`src/rtl/motor_duty_ramp.sv`:
```
// motor_duty_ramp: slew-limited duty/direction front end for the 8-bit PWM stage.
// A signed command sets a target magnitude and direction. Duty moves toward that
// target by a fixed step on each prescaler tick. A reversal first decelerates to
// zero, then holds zero for a dead time, and only then flips direction.
//
// Handshake: cmd_vld is a one-cycle strobe that is always accepted (there is no
// ready signal). The new target takes effect from the cycle after the strobe.
module motor_duty_ramp #(
  parameter int TICK_DIV   = 1024,  // clocks per ramp tick (>=2)
  parameter int STEP       = 4,     // duty change per tick (1..255)
  parameter int DEAD_TICKS = 8      // ticks held at zero before a flip (>=1)
) (
  input  logic       clk,
  input  logic       rst_n,
  input  logic [8:0] cmd,
  input  logic       cmd_vld,
  input  logic       estop,
  output logic [7:0] duty,
  output logic       fwd,
  output logic       at_target,
  output logic [1:0] state_dbg
);

  localparam int PW = $clog2(TICK_DIV);
  localparam int DW = $clog2(DEAD_TICKS + 1);
  localparam logic [8:0] STEP9 = 9'(STEP);

  typedef enum logic [1:0] {
    S_HOLD  = 2'd0,
    S_RAMP  = 2'd1,
    S_DECEL = 2'd2,
    S_DEAD  = 2'd3
  } state_t;

  state_t        state_q;
  logic [7:0]    duty_q;
  logic          fwd_q;
  logic          at_target_q;
  logic [DW-1:0] dead_q;

  logic [PW-1:0] presc_q, presc_d;
  logic [7:0]    tgt_mag_q, tgt_mag_d;
  logic          tgt_fwd_q, tgt_fwd_d;

  logic          tick;
  logic [8:0]    cmd_abs;
  logic [7:0]    cmd_mag;
  logic          at_now;

  // Moves cur one step toward goal. The arithmetic is 9 bits wide so it can
  // never wrap past 0 or 255.
  function automatic logic [7:0] step_toward(input logic [7:0] cur, input logic [7:0] goal);
    logic [8:0] diff;
    logic [8:0] nxt;
    if (goal >= cur) begin
      diff = {1'b0, goal} - {1'b0, cur};
      nxt  = (diff <= STEP9) ? {1'b0, goal} : ({1'b0, cur} + STEP9);
    end else begin
      diff = {1'b0, cur} - {1'b0, goal};
      nxt  = (diff <= STEP9) ? {1'b0, goal} : ({1'b0, cur} - STEP9);
    end
    return nxt[7:0];
  endfunction

  // Prescaler terminal count marks the tick cycle.
  assign tick = (presc_q == PW'(TICK_DIV - 1));

  // Command magnitude. -256 gives 256, which saturates to 255.
  always_comb begin
    cmd_abs = cmd[8] ? (~cmd + 9'd1) : cmd;
    cmd_mag = cmd_abs[8] ? 8'hFF : cmd_abs[7:0];
  end

  // Next prescaler count: free-running, wraps at TICK_DIV-1.
  always_comb begin
    presc_d = tick ? '0 : presc_q + PW'(1);
  end

  // Next target. estop clears the magnitude and blocks loads. A zero command
  // keeps the old direction, so it never requests a flip.
  always_comb begin
    tgt_mag_d = tgt_mag_q;
    tgt_fwd_d = tgt_fwd_q;
    if (estop) begin
      tgt_mag_d = 8'd0;
    end else if (cmd_vld) begin
      tgt_mag_d = cmd_mag;
      if (cmd != 9'd0) tgt_fwd_d = ~cmd[8];
    end
  end

  // Registers the prescaler and the target.
  always_ff @(posedge clk) begin
    if (!rst_n) begin
      presc_q   <= '0;
      tgt_mag_q <= 8'd0;
      tgt_fwd_q <= 1'b1;
    end else begin
      presc_q   <= presc_d;
      tgt_mag_q <= tgt_mag_d;
      tgt_fwd_q <= tgt_fwd_d;
    end
  end

  // Settled condition from the current registers. It is registered, so
  // at_target lags duty by one cycle.
  assign at_now = (duty_q == tgt_mag_q) && (fwd_q == tgt_fwd_q);

  // Ramp FSM: it owns duty, direction, dead count and at_target. It always
  // uses the registered (old) target, so a load on a tick cycle does not
  // affect that tick. fwd changes only when leaving DEAD, where duty is 0.
  always_ff @(posedge clk) begin
    if (!rst_n) begin
      state_q     <= S_HOLD;
      duty_q      <= 8'd0;
      fwd_q       <= 1'b1;
      at_target_q <= 1'b1;
      dead_q      <= '0;
    end else if (estop) begin
      state_q     <= S_HOLD;
      duty_q      <= 8'd0;
      dead_q      <= '0;
      at_target_q <= at_now;
    end else begin
      at_target_q <= at_now;
      case (state_q)
        S_HOLD: begin
          if ((tgt_mag_q != duty_q) || (tgt_fwd_q != fwd_q)) begin
            if ((tgt_fwd_q == fwd_q) || (duty_q == 8'd0)) state_q <= S_RAMP;
            else                                         state_q <= S_DECEL;
          end
        end
        S_RAMP: begin
          if (tgt_fwd_q != fwd_q) begin
            if (duty_q != 8'd0) begin
              state_q <= S_DECEL;
            end else begin
              state_q <= S_DEAD;
              dead_q  <= '0;
            end
          end else if (duty_q == tgt_mag_q) begin
            state_q <= S_HOLD;
          end else if (tick) begin
            duty_q <= step_toward(duty_q, tgt_mag_q);
          end
        end
        S_DECEL: begin
          if (tgt_fwd_q == fwd_q) begin
            state_q <= S_RAMP;
          end else if (duty_q == 8'd0) begin
            state_q <= S_DEAD;
            dead_q  <= '0;
          end else if (tick) begin
            duty_q <= step_toward(duty_q, 8'd0);
          end
        end
        S_DEAD: begin
          if (tgt_fwd_q == fwd_q) begin
            state_q <= S_RAMP;
            dead_q  <= '0;
          end else if (tick) begin
            if (dead_q == DW'(DEAD_TICKS - 1)) begin
              fwd_q   <= tgt_fwd_q;
              dead_q  <= '0;
              state_q <= (tgt_mag_q == 8'd0) ? S_HOLD : S_RAMP;
            end else begin
              dead_q <= dead_q + DW'(1);
            end
          end
        end
        default: begin
          state_q <= S_HOLD;
          duty_q  <= 8'd0;
          dead_q  <= '0;
        end
      endcase
    end
  end

  assign duty      = duty_q;
  assign fwd       = fwd_q;
  assign at_target = at_target_q;
  assign state_dbg = state_q;

endmodule

```
`config.mk`:
```
export PLATFORM = sky130hd
export DESIGN_NAME = motor_duty_ramp
export DESIGN_NICKNAME = d
export VERILOG_FILES = /design/src/rtl/motor_duty_ramp.sv
export SDC_FILE = /design/constraint.sdc
export NUM_CORES = 1
export LEC_CHECK = 0
export CORE_ASPECT_RATIO = 1.1
export CORE_MARGIN = 3
export CORE_UTILIZATION = 25
export DETAILED_ROUTE_END_ITERATION = 6
export PLACE_DENSITY = 0.38
export SYNTH_ARGS = -nofsm -noshare
export SYNTH_HDL_FRONTEND = slang
export SYNTH_SLANG_ARGS = --single-unit
```
`constraint.sdc`:
```
create_clock -name clk -period 4.05 [get_ports clk]
set_input_delay 0.6075 -clock clk [delete_from_list [all_inputs] [get_ports clk]]
set_output_delay 0.6075 -clock clk [all_outputs]
set_load 0.005 [all_outputs]
```
Yosys cells after proc, flatten, opt, wreduce, memory -nomap -nowiden
Index checks and enable logic that the tools add are counted.
{"block": "word_totals", "ff_bits": 35, "out_inout_bits": 12}
{"block": "classes", "order_cmp": 6, "n_addsub": 8, "reduce_logical": 17, "n_eq_ne": 24, "bitwise_logic": 5, "n_mux": 35}
{"cell": "8-bit 2-to-1 mux", "n": 13}
{"cell": "4-bit 2-to-1 mux", "n": 7}
{"cell": "9-bit by 3-bit less-or-equal comparator with 1-bit output (second input constant)", "n": 3}
{"cell": "2-bit inequality test (second input constant)", "n": 10}
{"cell": "2-bit 2-to-1 mux", "n": 9}
{"cell": "8-bit by 8-bit subtractor with 9-bit output", "n": 2}
{"cell": "8-bit logical NOT", "n": 2}
{"cell": "8-bit case mux with 2 select lines", "n": 1}
{"cell": "3-bit inequality test (second input constant)", "n": 4}
{"cell": "4-bit case mux with 3 select lines", "n": 1}
{"cell": "10-bit by 1-bit adder with 10-bit output (second input constant)", "n": 1}
{"cell": "10-bit equality test (second input constant)", "n": 1}
{"cell": "5-bit AND reduction", "n": 2}
{"cell": "9-bit by 1-bit adder with 9-bit output (second input constant)", "n": 1}
{"cell": "9-bit 2-to-1 mux", "n": 1}
{"cell": "9-bit NOT", "n": 1}
{"cell": "9-bit nonzero test", "n": 1}
{"cell": "1-bit by 8-bit subtractor with 9-bit output (first input constant)", "n": 1}
{"cell": "8-bit by 3-bit adder with 8-bit output (second input constant)", "n": 1}
{"cell": "8-bit equality test", "n": 1}
{"cell": "1-bit by 8-bit >= comparator with 1-bit output (first input constant)", "n": 1}
{"cell": "8-bit >= comparator", "n": 1}
{"cell": "8-bit by 3-bit less-or-equal comparator with 1-bit output (second input constant)", "n": 1}
{"cell": "8-bit inequality test", "n": 1}
{"cell": "20 further kinds", "n": 28}

Depth between registers and ports, before layout
Gate-level depths: netlist of the first run.
{"block": "logic_depth", "word_depth": 8, "depth_mapped": 12}

Worst setup path after synthesis of the first run
Ideal clock, no wire load.
{"block": "synth_path", "path_kind": "flip-flop to flip-flop", "start": "register duty_q[4] (netlist: duty[4])", "end": "register duty_q[7] (netlist: duty[7])", "synth_period_minus_slack_ns": 2.900, "path_stages_with_launch": 13, "path_slack_ns": 1.150, "required_ns": 3.917, "t_arrival_ns": 2.767, "path_buffers": 2, "cell_sequence": "dfxtp_1 > buf_1 > inv_1 > ha_1 > buf_2 > and4_1 > o21ai_1 > nor4b_1 > o22ai_1 > o31ai_4 > a21oi_2 > a2111oi_2 > o22ai_1"}
{"block": "synth_via", "elab_chain_len": 8}
{"item": "from (decl)", "line": "36", "source": "logic [7:0] duty_q;"}
{"item": "from (signal assigned)", "line": "144", "source": "duty_q <= step_toward(duty_q, tgt_mag_q);"}
{"item": "from (signal assigned)", "line": "154", "source": "duty_q <= step_toward(duty_q, 8'd0);"}
{"item": "1-bit by 8-bit subtractor with 9-bit output (tied with other cells)", "line": "56", "source": "diff = {1'b0, goal} - {1'b0, cur};"}
{"item": "9-bit by 3-bit less-or-equal comparator with 1-bit output, on equally long branches", "line": "57, 60"}
{"item": "8-bit 2-to-1 mux, on equally long branches", "line": "57, 60"}
{"item": "8-bit 2-to-1 mux", "line": "55", "source": "if (goal >= cur) begin"}
{"item": "8-bit 2-to-1 mux, on equally long branches", "line": "153, 143"}
{"item": "8-bit 2-to-1 mux, on equally long branches", "line": "150, 141"}
{"item": "8-bit 2-to-1 mux, on equally long branches", "line": "148, 134"}
{"item": "8-bit case mux with 2 select lines", "line": "126", "source": "case (state_q)"}
Several ways; a longest one is shown, not always the timed one. The select of a mux whose other input is x is not followed.
A chain may end at the register's enable or synchronous reset.

Worst setup path after layout of the first run
{"block": "layout_path", "start": "register duty_q[5] (netlist: duty[5])", "end": "register duty_q[7] (netlist: duty[7])"}
The elaborated chain is that of the path after synthesis.

==> results of run 1 <==
[kinds of logic after synthesis]
group / Yosys count / share of synthesized area, %
adders and majority gates: 23 / 9.365
DFF: 35 / 22.80
AOI/OAI and AO/OA: 121 / 26.34
muxes: 4 / 1.303
xor gates and xnor gates: 23 / 6.556
and+or+nand+nor: 166 / 27.93
buffers and inverters: 41 / 5.700
[cell usage after synthesis, drive strengths merged, types with 3 or more instances]
master	instances
a31oi	4
a21oi	40
clkbuf	10
dfxtp	35
o22ai	3
nor3	14
nand3	16
a21o	4
mux2i	4
nor2b	7
nand2	37
and2	3
and3	5
nor4	10
o21ai	28
nand2b	5
xnor2	9
nand4	8
nor2	41
o21a	3
a211oi	5
o31ai	6
ha	23
inv	22
o211ai	8
or3	7
xor2	14
buf	9
[per-layer routing]
metal | vias up | GRT usage, %
met4 | 0 | 5.475
met5 | - | 0
met1 | 1433 | 18.94
met3 | 19 | 2.268
met2 | 73 | 22.41
li1 | 1536 | -
[worst max-delay path: cells and delay by family (launching register included)]
kind | cells | cell delay (ns)
DFF | 1 | 0.58
adders and majority gates | 1 | 0.52
and+or+nand+nor | 1 | 0.08
buffers and inverters | 2 | 0.38
xor gates and xnor gates | 1 | 0.25
AOI/OAI and AO/OA | 6 | 1.50
[final timing paths]
kind,from,endpoint,slack (ns),depth (start not counted)
setup / recovery,duty[5],duty[7],0.61,11
hold / removal,presc_q[0],presc_q[0],0.46,1
setup reg to reg,duty[5],duty[7],0.61,11
hold reg to reg,presc_q[0],presc_q[0],0.46,1
[area by class of cell]
cell class,instances,area share (%)
multi-input combinational,337,61.08
inverter,22,2.296
clock buffer,7,3.965
tap,150,5.217
sequential,35,19.48
clock inverter,1,0.2435
timing repair buffer,29,7.722
[flip-flops by register name (all words and copies together), names as in the netlist]
signal and flops:
at_target 1, dead_q 4, duty 8, fwd 1
presc_q 10, state_dbg 2, tgt_fwd_q 1, tgt_mag_q 8
[metrics by stage]
step / std cells / hold WS [ns]
floorplan: 413 / 0.4302
global placement: 573 / 0.4488
detailed placement: 573 / 0.4591
CTS: 581 / 0.4680
global route: 581 / 0.4863
finish: 581 / 0.4648
[power by group]
group | total, mW | leakage (nW) | internal [mW] | switching [mW]
Sequential | 0.365 | 0.284 | 0.353 | 0.0114
Clock | 0.402 | 0.0741 | 0.246 | 0.156
Combinational | 0.228 | 0.983 | 0.0944 | 0.133
Total | 0.995 | 1.34 | 0.694 | 0.300
==> results by group, run 1 <==
Outcome
  • Status: completed

Power
  • Pwr per Cell Area: approximately 280 mW/mm^2
  • Total power: 0.9945 mW
  • Peak supply drop: between 0.1 and 0.15 mV
  • Lkg Pwr: roughly 1.3 nW

Hold path
  • Hold Path Class: reg -> reg

CTS
  • Clk slew on worst S/H paths: 0.06 ns
  • Hold buffers post-CTS: 0
  • CTS Root Cell: clkbuf_16
  • Post-cts resize count: 0
  • Max Buffers Root-to-Sink: 2
  • H-tree Lvls: 2
  • Worst skew pair latency: between 0.2 and 0.3 ns
  • Post-CTS setup buffer count: 0
  • Num CTS Buffers: 5
  • Clock sinks: 35
  • CTS tree: done

Placement
  • I/O Buffers: 24
  • Dpl ws: ~0.64 ns
  • Placer Congestion: between 0.8 and 0.9
  • Area post-placement: 0.003446 mm^2
  • Detailed Place HPWL: between 7000 and 8000 um

Synth
  • Post-Syn Area: a little over 0.003 mm^2
  • Register area share after synthesis: between 20% and 30%
  • FF+latch count, synth: 35
  • Post-synth EDFFs: 0
  • Synth unique cells: 64
  • Gate count after technology mapping: around 410
  • Syn. warnings: 0
  • Main area contributors after synthesis: dfxtp_1 (23%), ha_1 (9.4%), a21oi_1 (6.2%), nor2_1 (5.0%), nand2_1 (4.5%)
  • Average size of a mapped cell: about 7.4 um^2
  • Ys flop type: dfxtp_1
  • Area share of the largest cell type after synthesis: 22.80%
  • Area leader, netlist: dfxtp_1
  • Post-Syn Nets: roughly 450
  • Async set-reset flop share out of synthesis: 0%

Worst setup path
  • Kind of critical path: reg -> reg
  • CP Max Fanout: 13
  • Worst endpoint required time: ~4.2 ns
  • CP Launch Type: register
  • Crit path DAT: 3.58 ns
  • CP Cell Sequence: inv_1, ha_1, a21o_1, a21oi_1, o211ai_2, xor2_1, nor4_4, buf_4, a41o_1, a2111oi_2, o22ai_1
  • Crit path largest cell delay: roughly 0.58 ns
  • CP Capture Type: register
  • Slowest CP cell: dfxtp_1

Timing
  • FMAX: 290.3 MHz
  • Final hold vios: 0
  • TNS Setup: 0 ns
  • Fin crit period: about 3.4 ns
  • Final setup fails: 0
  • Final period util: between 80 and 90%
  • Final Max Slew Viols: 0
  • Final worst clock skew: between 0.005 and 0.006 ns
  • Rel. slew slack: about 38%
  • Worst-Margin Slew: a little over 0.9 ns
  • RSZ-0062 raised after global routing: no
  • Final Worst Setup Slack: around 0.61 ns

Finish
  • Fillers: 1269
  • Share of layout cells above drive strength 1: ~5.6%
  • Syn-to-layout area delta: 17.06%
  • Core Util, Final: between 30% and 40%
  • Design area: 0.003597 mm^2
  • Multi-input gate area: 0.002197 mm^2
  • Nets: about 470
  • Commonest non-fill, non-tap cell in the layout: nor2_1
  • Register area: between 700 and 800 um^2
  • Antenna diode count: 0
  • Most frequent cells in the layout: nor2_1 (41), a21oi_1 (38), nand2_1 (37)

GRT
  • Global-route wire length before repair: roughly 15000 um
  • Initial antenna violation count: 0
  • GRT Overall Usage: between 10% and 20%
  • Vias in the first global route: about 3000
  • Largest net degree at the start of global routing: 16
  • Global route overflow: 0

Floorplan
  • Die Span Y: ~120 um
  • I/O Pins: 25
  • DIE AREA: 0.01366 mm^2
  • DIE WIDTH: ~110 um
  • Site Rows: between 40 and 50
  • Std-Cell Core Area: between 0.01 and 0.015 mm^2
  • Starting Density: 26.16%

Detailed routing
  • Met1 wire length: between 4000 and 5000 um
  • First drt pass iteration count: 4
  • Met3 WL: 384 um
  • Via/cell ratio: 5.269
  • Routed len/inst: 16.20 um
  • Routed wire length: about 9400 um
  • Remaining antenna violation count: 0
  • DRC Markers: 0
  • Via count: roughly 3000
  • Initial DRC Count: roughly 290
  • Met2 wire length: around 4300 um
  • Highest metal used: met4

Job
  • Max_cap viols: 0
No activity file was read; power rests on OpenSTA's default activity.
==> run 2, diff against run 1 <==
--- a/config.mk
+++ b/config.mk
@@ -9,7 +9,7 @@
 export CORE_MARGIN = 3
 export CORE_UTILIZATION = 25
 export DETAILED_ROUTE_END_ITERATION = 6
-export PLACE_DENSITY = 0.38
+export PLACE_DENSITY = 0.39
 export SYNTH_ARGS = -nofsm -noshare
 export SYNTH_HDL_FRONTEND = slang
 export SYNTH_SLANG_ARGS = --single-unit
==> constraint.sdc (replaced) <==
create_clock -name clk -period 3.1 [get_ports clk]
set_input_delay 0.465 -clock clk [delete_from_list [all_inputs] [get_ports clk]]
set_output_delay 0.465 -clock clk [all_outputs]
set_load 0.005 [all_outputs]
==> results by group, run 2 (synthesis results as in run 1) <==
Outcome
  • Status: completed (unchanged)

Timing
  • Final hold vios: 0 (unchanged)
  • Fin crit period: 2.881 ns (was 3.444 ns)
  • Final worst clock skew: 0.006552 ns (was 0.005074 ns)
  • RSZ-0062 raised after global routing: no (unchanged)
  • Final setup fails: 0 (unchanged)
  • Final Max Slew Viols: 0 (unchanged)
  • Final period util: 92.93% (was 85.05%)
  • Rel. slew slack: 49.74% (was 37.97%)
  • FMAX: 347.1 MHz (was 290.3 MHz)
  • Worst-Margin Slew: 0.7471 ns (was 0.9270 ns)
  • TNS Setup: 0 ns (unchanged)

GRT
  • Global-route wire length before repair: 16060 um (was 15440 um)
  • Largest net degree at the start of global routing: 16 (unchanged)
  • Vias in the first global route: 3014 (was 2958)
  • Initial antenna violation count: 0 (unchanged)
  • GRT Overall Usage: 14.56% (was 14.00%)
  • Global route overflow: 0 (unchanged)

Power
  • Pwr per Cell Area: 345.9 mW/mm^2 (was 276.5 mW/mm^2)
  • Comb pwr share: 24.2% (was 22.9%)
  • Peak supply drop: 0.2593 mV (was 0.1365 mV)
  • Clock group share of total power: 38.7% (was 40.4%)
  • Internal power: 0.8906 mW (was 0.6941 mW)
  • Sw Share: 30.62% (was 30.21%)
  • Seq pwr share: 37.0% (was 36.7%)
  • Sw power: 0.3931 mW (was 0.3004 mW)
  • Lkg Pwr: 1.403 nW (was 1.342 nW)

Job
  • Max_cap viols: 0 (unchanged)

Finish
  • Max reg flops: 10 (unchanged)
  • Most frequent cells in the layout: nor2_1 (41), a21oi_1 (38), nand2_1 (37) (unchanged)
  • Syn-to-layout area delta: 20.77% (was 17.06%)
  • Antenna diode count: 0 (unchanged)
  • Nets: 480 (was 466)
  • Final std cells w/o fill: 595 (was 581)
  • Most flops, register: presc_q (unchanged)
  • Share of layout cells above drive strength 1: 9.888% (was 5.568%)
  • Commonest non-fill, non-tap cell in the layout: nor2_1 (unchanged)

Worst setup path
  • CP Capture Type: register (unchanged)
  • Worst endpoint required time: 3.25 ns (was 4.19 ns)
  • Kind of critical path: reg -> reg (unchanged)
  • CP Max Fanout: 7 (was 13)
  • Crit path DAT: 3.03 ns (was 3.58 ns)
  • Reg2Reg Depth: 9 (was 11)
  • CP Launch Type: register (unchanged)

Placement
  • I/O Buffers: 24 (unchanged)
  • Placed cell count: 587 (was 573)
  • Detailed Place HPWL: 7557 um (was 7280 um)
  • Placer Congestion: 0.8456 (was 0.8350)

Detailed routing
  • Routed wire length: 9668 um (was 9413 um)
  • Via count: 3083 (was 3061)
  • DRC Markers: 0 (unchanged)
  • Initial DRC Count: 180 (was 288)
  • Via/cell ratio: 5.182 (was 5.269)
  • Routed len/inst: 16.25 um (was 16.20 um)
  • First drt pass iteration count: 5 (was 4)
  • Remaining antenna violation count: 0 (unchanged)

Floorplan
  • Die Span Y: 122.3 um (unchanged)
  • Std-Cell Core Area: 0.01175 mm^2 (unchanged)
  • Site Rows: 41 (unchanged)
  • DIE WIDTH: 111.7 um (unchanged)
  • I/O Pins: 25 (unchanged)
  • Starting Density: 26.16% (unchanged)
  • DIE AREA: 0.01366 mm^2 (unchanged)

CTS
  • Num CTS Buffers: 5 (unchanged)
  • CTS tree: done (unchanged)
  • Clk slew on worst S/H paths: 0.06 ns (about the same)
  • H-tree Lvls: 2 (unchanged)
  • Worst skew pair latency: 0.28 ns (about the same)
  • Hold buffers post-CTS: 0 (unchanged)
  • Max Buffers Root-to-Sink: 2 (unchanged)
  • Post-cts resize count: 0 (unchanged)
  • CTS Root Cell: clkbuf_16 (unchanged)
  • Post-CTS setup buffer count: 0 (unchanged)
  • Clock sinks: 35 (unchanged)

Hold path
  • Hold depth: 1 (unchanged)
  • Hold Path Class: reg -> reg (unchanged)
run 2: changes by cell type in the layout (fill, tap and decap cells not counted), sizes merged:
cell      previous run  this run
buf                  5        19
clkbuf               7         5
clkinvlp             0         2
run 2: layout make-up:
class | count | area (um^2)
fillers | 1270 | 8036
multi-input cells | 337 | 2211
flip-flops and latches | 35 | 701.9
repair buffers | 43 | 382.9
well taps | 150 | 187.7
clock buffers | 5 | 125.1
inverters | 22 | 82.58
clock inverters | 3 | 20.02
run 2: power by group through the flow:
stage,Sequential [mW],Combinational [mW],Clock [mW]
4_1_cts,0.475,0.311,0.516
3_3_place_gp,0.486,0.309,0
6_report,0.475,0.311,0.497
5_1_grt,0.477,0.346,0.537
2_1_floorplan,0.480,0.218,0
3_5_place_dp,0.485,0.309,0
run 2: path summary, 6_finish.rpt:
check | slack (ns) | startpoint | endpoint
setup / recovery | 0.22 | tgt_mag_q[1] | duty[7]
setup reg to reg | 0.22 | tgt_mag_q[1] | duty[7]
hold reg to reg | 0.47 | presc_q[0] | presc_q[0]
hold / removal | 0.47 | presc_q[0] | presc_q[0]
run 2: routing by layer:
| layer | share of wire, % | track usage, % | vias to the layer above |
|---|---|---|---|
| met5 | 0 | 0 | - |
| met4 | 1.6 | 3.726 | 0 |
| met3 | 4.1 | 3.008 | 12 |
| met2 | 47 | 24.33 | 62 |
| met1 | 47 | 19.24 | 1441 |
| li1 | - | - | 1568 |
run 2: worst max-delay path: stages, from the launching register on:
cell and delay [ns]:
dfxtp_1 0.44, ha_2 0.36, nor2b_4 0.15, or3_1 0.32, a311oi_2 0.38, o211ai_2 0.16
o31ai_4 0.41, a21oi_2 0.06, a2111oi_2 0.34, o22ai_1 0.13
run 2: metrics by stage:
step           area [um^2]  worst slack (ns)  total power, mW  utilization (%)  hold slack, ns
2_1_floorplan         3073            0.1997           0.6974                -          0.4302
3_3_place_gp          3551            0.1746           0.7945            30.23          0.4516
3_5_place_dp          3551            0.1724           0.7942            30.23          0.4564
4_1_cts               3696            0.1653            1.302            31.46          0.4711
5_1_grt               3711           0.04012            1.360            31.59          0.5071
6_report              3711            0.2193            1.284            31.59          0.4692
==> run 3, diff against run 2 <==
--- a/config.mk
+++ b/config.mk
@@ -5,11 +5,13 @@
 export SDC_FILE = /design/constraint.sdc
 export NUM_CORES = 1
 export LEC_CHECK = 0
+export CAP_MARGIN = 20
 export CORE_ASPECT_RATIO = 1.1
 export CORE_MARGIN = 3
-export CORE_UTILIZATION = 25
+export CORE_UTILIZATION = 50
 export DETAILED_ROUTE_END_ITERATION = 6
-export PLACE_DENSITY = 0.39
+export PLACE_DENSITY = 0.7
 export SYNTH_ARGS = -nofsm -noshare
 export SYNTH_HDL_FRONTEND = slang
 export SYNTH_SLANG_ARGS = --single-unit
+export TNS_END_PERCENT = 5
==> results by group, run 3 (synthesis results as in run 1) <==
Timing
  • Final period util: 93.90% (was 92.93%)
  • FMAX: 343.5 MHz (was 347.1 MHz)
  • Final Max Slew Viols: 0 (unchanged)
  • Final setup fails: 0 (unchanged)
  • Rel. slew slack: 57.87% (was 49.74%)
  • Fin crit period: 2.911 ns (was 2.881 ns)
  • Final worst clock skew: 0.01344 ns (was 0.006552 ns)
  • Final hold vios: 0 (unchanged)
  • Worst-Margin Slew: 0.6297 ns (was 0.7471 ns)

CTS
  • CTS tree: done (unchanged)
  • Max Buffers Root-to-Sink: 2 (unchanged)
  • CTS Root Cell: clkbuf_8 (was clkbuf_16)
  • H-tree Lvls: 2 (unchanged)
  • Worst skew pair latency: 0.29 ns (was 0.28 ns)
  • Clk slew on worst S/H paths: 0.08 ns (was 0.06 ns)
  • Num CTS Buffers: 5 (unchanged)
  • Clock sinks: 35 (unchanged)
  • Hold buffers post-CTS: 0 (unchanged)

Detailed routing
  • Routed len/inst: 16.12 um (was 16.25 um)
  • DRC Markers: 0 (unchanged)
  • Remaining antenna violation count: 0 (unchanged)
  • Via/cell ratio: 6.136 (was 5.182)
  • First drt pass iteration count: 5 (unchanged)
  • Routed wire length: 8396 um (was 9668 um)
  • Initial DRC Count: 421 (was 180)
  • Via count: 3197 (was 3083)

Outcome
  • Status: completed (unchanged)

Floorplan
  • Die Span Y: 88.22 um (was 122.3 um)
  • Site Rows: 29 (was 41)
  • Std-Cell Core Area: 0.005878 mm^2 (was 0.01175 mm^2)
  • I/O Pins: 25 (unchanged)
  • DIE WIDTH: 80.75 um (was 111.7 um)
  • Starting Density: 52.28% (was 26.16%)
  • DIE AREA: 0.007123 mm^2 (was 0.01366 mm^2)

Worst setup path
  • Worst R2R End: duty[3] (was duty[7])
  • CP Cell Sequence: inv_1, ha_1, nor2b_4, or3_1, a311oi_2, o211ai_2, o31ai_4, buf_4, nor2_1, o31ai_1, a21oi_1 (was ha_2, nor2b_4, or3_1, a311oi_2, o211ai_2, o31ai_4, a21oi_2, a2111oi_2, o22ai_1)
  • Reg2reg setup slack: 0.19 ns (was 0.22 ns)
  • Reg2Reg Depth: 11 (was 9)
  • Crit path DAT: 3.06 ns (was 3.03 ns)
  • CP Max Fanout: 7 (unchanged)
  • CP Capture Type: register (unchanged)
  • Slowest CP cell: dfxtp_1 (unchanged)
  • CP Launch Type: register (unchanged)
  • Critical R2R Launch: duty[1] (was tgt_mag_q[1])
  • Worst endpoint required time: 3.25 ns (about the same)
  • Crit path largest cell delay: 0.41 ns (was 0.44 ns)
  • Kind of critical path: reg -> reg (unchanged)

Job
  • Max_cap viols: 0 (unchanged)

Power
  • Lkg Pwr: 1.375 nW (was 1.403 nW)
  • Peak supply drop: 0.2438 mV (was 0.2593 mV)
  • Pwr per Cell Area: 315.3 mW/mm^2 (was 345.9 mW/mm^2)
  • Total power: 1.126 mW (was 1.284 mW)

Finish
  • Max reg flops: 10 (unchanged)
  • Core Util, Final: 60.75% (was 31.59%)
  • Syn-to-layout area delta: 16.21% (was 20.77%)
  • Most frequent cells in the layout: nor2_1 (41), a21oi_1 (38), nand2_1 (37) (unchanged)
  • Most flops, register: presc_q (unchanged)
  • Commonest non-fill, non-tap cell in the layout: nor2_1 (unchanged)
  • Nets: 479 (was 480)
  • Antenna diode count: 0 (unchanged)
  • Share of layout cells above drive strength 1: 9.459% (was 9.888%)

GRT
  • Met3 usage: 5.193% (was 3.008%)
  • Global-route wire length before repair: 13820 um (was 16060 um)
  • Vias in the first global route: 2871 (was 3014)
  • Global route overflow: 0 (unchanged)
  • Initial antenna violation count: 0 (unchanged)
  • GRT Overall Usage: 24.46% (was 14.56%)
  • Global routing met1 resource utilization: 32.31% (was 19.24%)
  • Met2 GRT Util: 40.89% (was 24.33%)
  • Largest net degree at the start of global routing: 16 (unchanged)
  • Busiest grt layer: met2 (unchanged)

Hold path
  • Hold Path Class: reg -> reg (unchanged)
  • Min-Delay Endpoint: presc_q[0] (unchanged)
  • Hold depth: 1 (unchanged)
  • HP Start: presc_q[0] (unchanged)

Placement
  • Placer Congestion: 1.004 (was 0.8456)
  • Detailed Place HPWL: 6393 um (was 7557 um)
  • I/O Buffers: 24 (unchanged)
## run 3: how the worst max path moves through the flow
stage | startpoint | end | cells past startpoint
after floorplan | duty[4] | duty[7] | 12
after global placement | duty[7] | duty[0] | 8
after detailed placement | duty[7] | duty[7] | 9
after CTS | duty[7] | duty[7] | 9
after global routing | duty[5] | duty[3] | 12
final | duty[1] | duty[3] | 11
## run 3: critical path: cells and delay by family (launching register included)
family,cells,cell delay (ns)
AOI/OAI and AO/OA,5,1.19
adders and majority gates,1,0.37
buffers and inverters,2,0.27
DFF,1,0.41
and+or+nand+nor,3,0.53
## run 3: final cells by class
class / instances / area [um^2]
multi-input combinational: 337 / 2227
inverter: 22 / 82.58
tap: 77 / 96.34
clock buffer: 5 / 68.82
fill: 579 / 2307
clock inverter: 3 / 20.02
sequential: 35 / 700.7
timing repair buffer: 42 / 375.4
## run 3: report_power, final
part / internal [mW] / switching, mW / total [mW]
combinational: 0.138 / 0.176 / 0.314
clock: 0.157 / 0.181 / 0.337
sequential: 0.461 / 0.0138 / 0.475
total: 0.755 / 0.371 / 1.13
## run 3: what timing repair did
action                                  4_1_cts  5_1_grt
endpoints found under the setup margin        0        6
buffers inserted                              0        2
resized for setup                             0        5
## run 3: per-layer routing
metal	wire length, um	vias up	part of all wire, %
li1	-	1561	-
met1	3649	1494	43
met2	4052	128	48
met3	592	14	7.1
met4	102	0	1.2
met5	0	-	0
## run 3: stage by stage
stage / worst slack, ns / instance area, um^2 / setup TNS (ns) / instances / hold slack [ns]
2_1_floorplan: 0.1997 / 3073 / 0 / 413 / 0.4302
3_3_place_gp: 0.2687 / 3437 / 0 / 511 / 0.4425
3_5_place_dp: 0.1534 / 3437 / 0 / 511 / 0.4656
4_1_cts: 0.1441 / 3526 / 0 / 519 / 0.4846
5_1_grt: -0.02043 / 3571 / -0.02043 / 521 / 0.5265
6_report: 0.1890 / 3571 / 0 / 521 / 0.4790
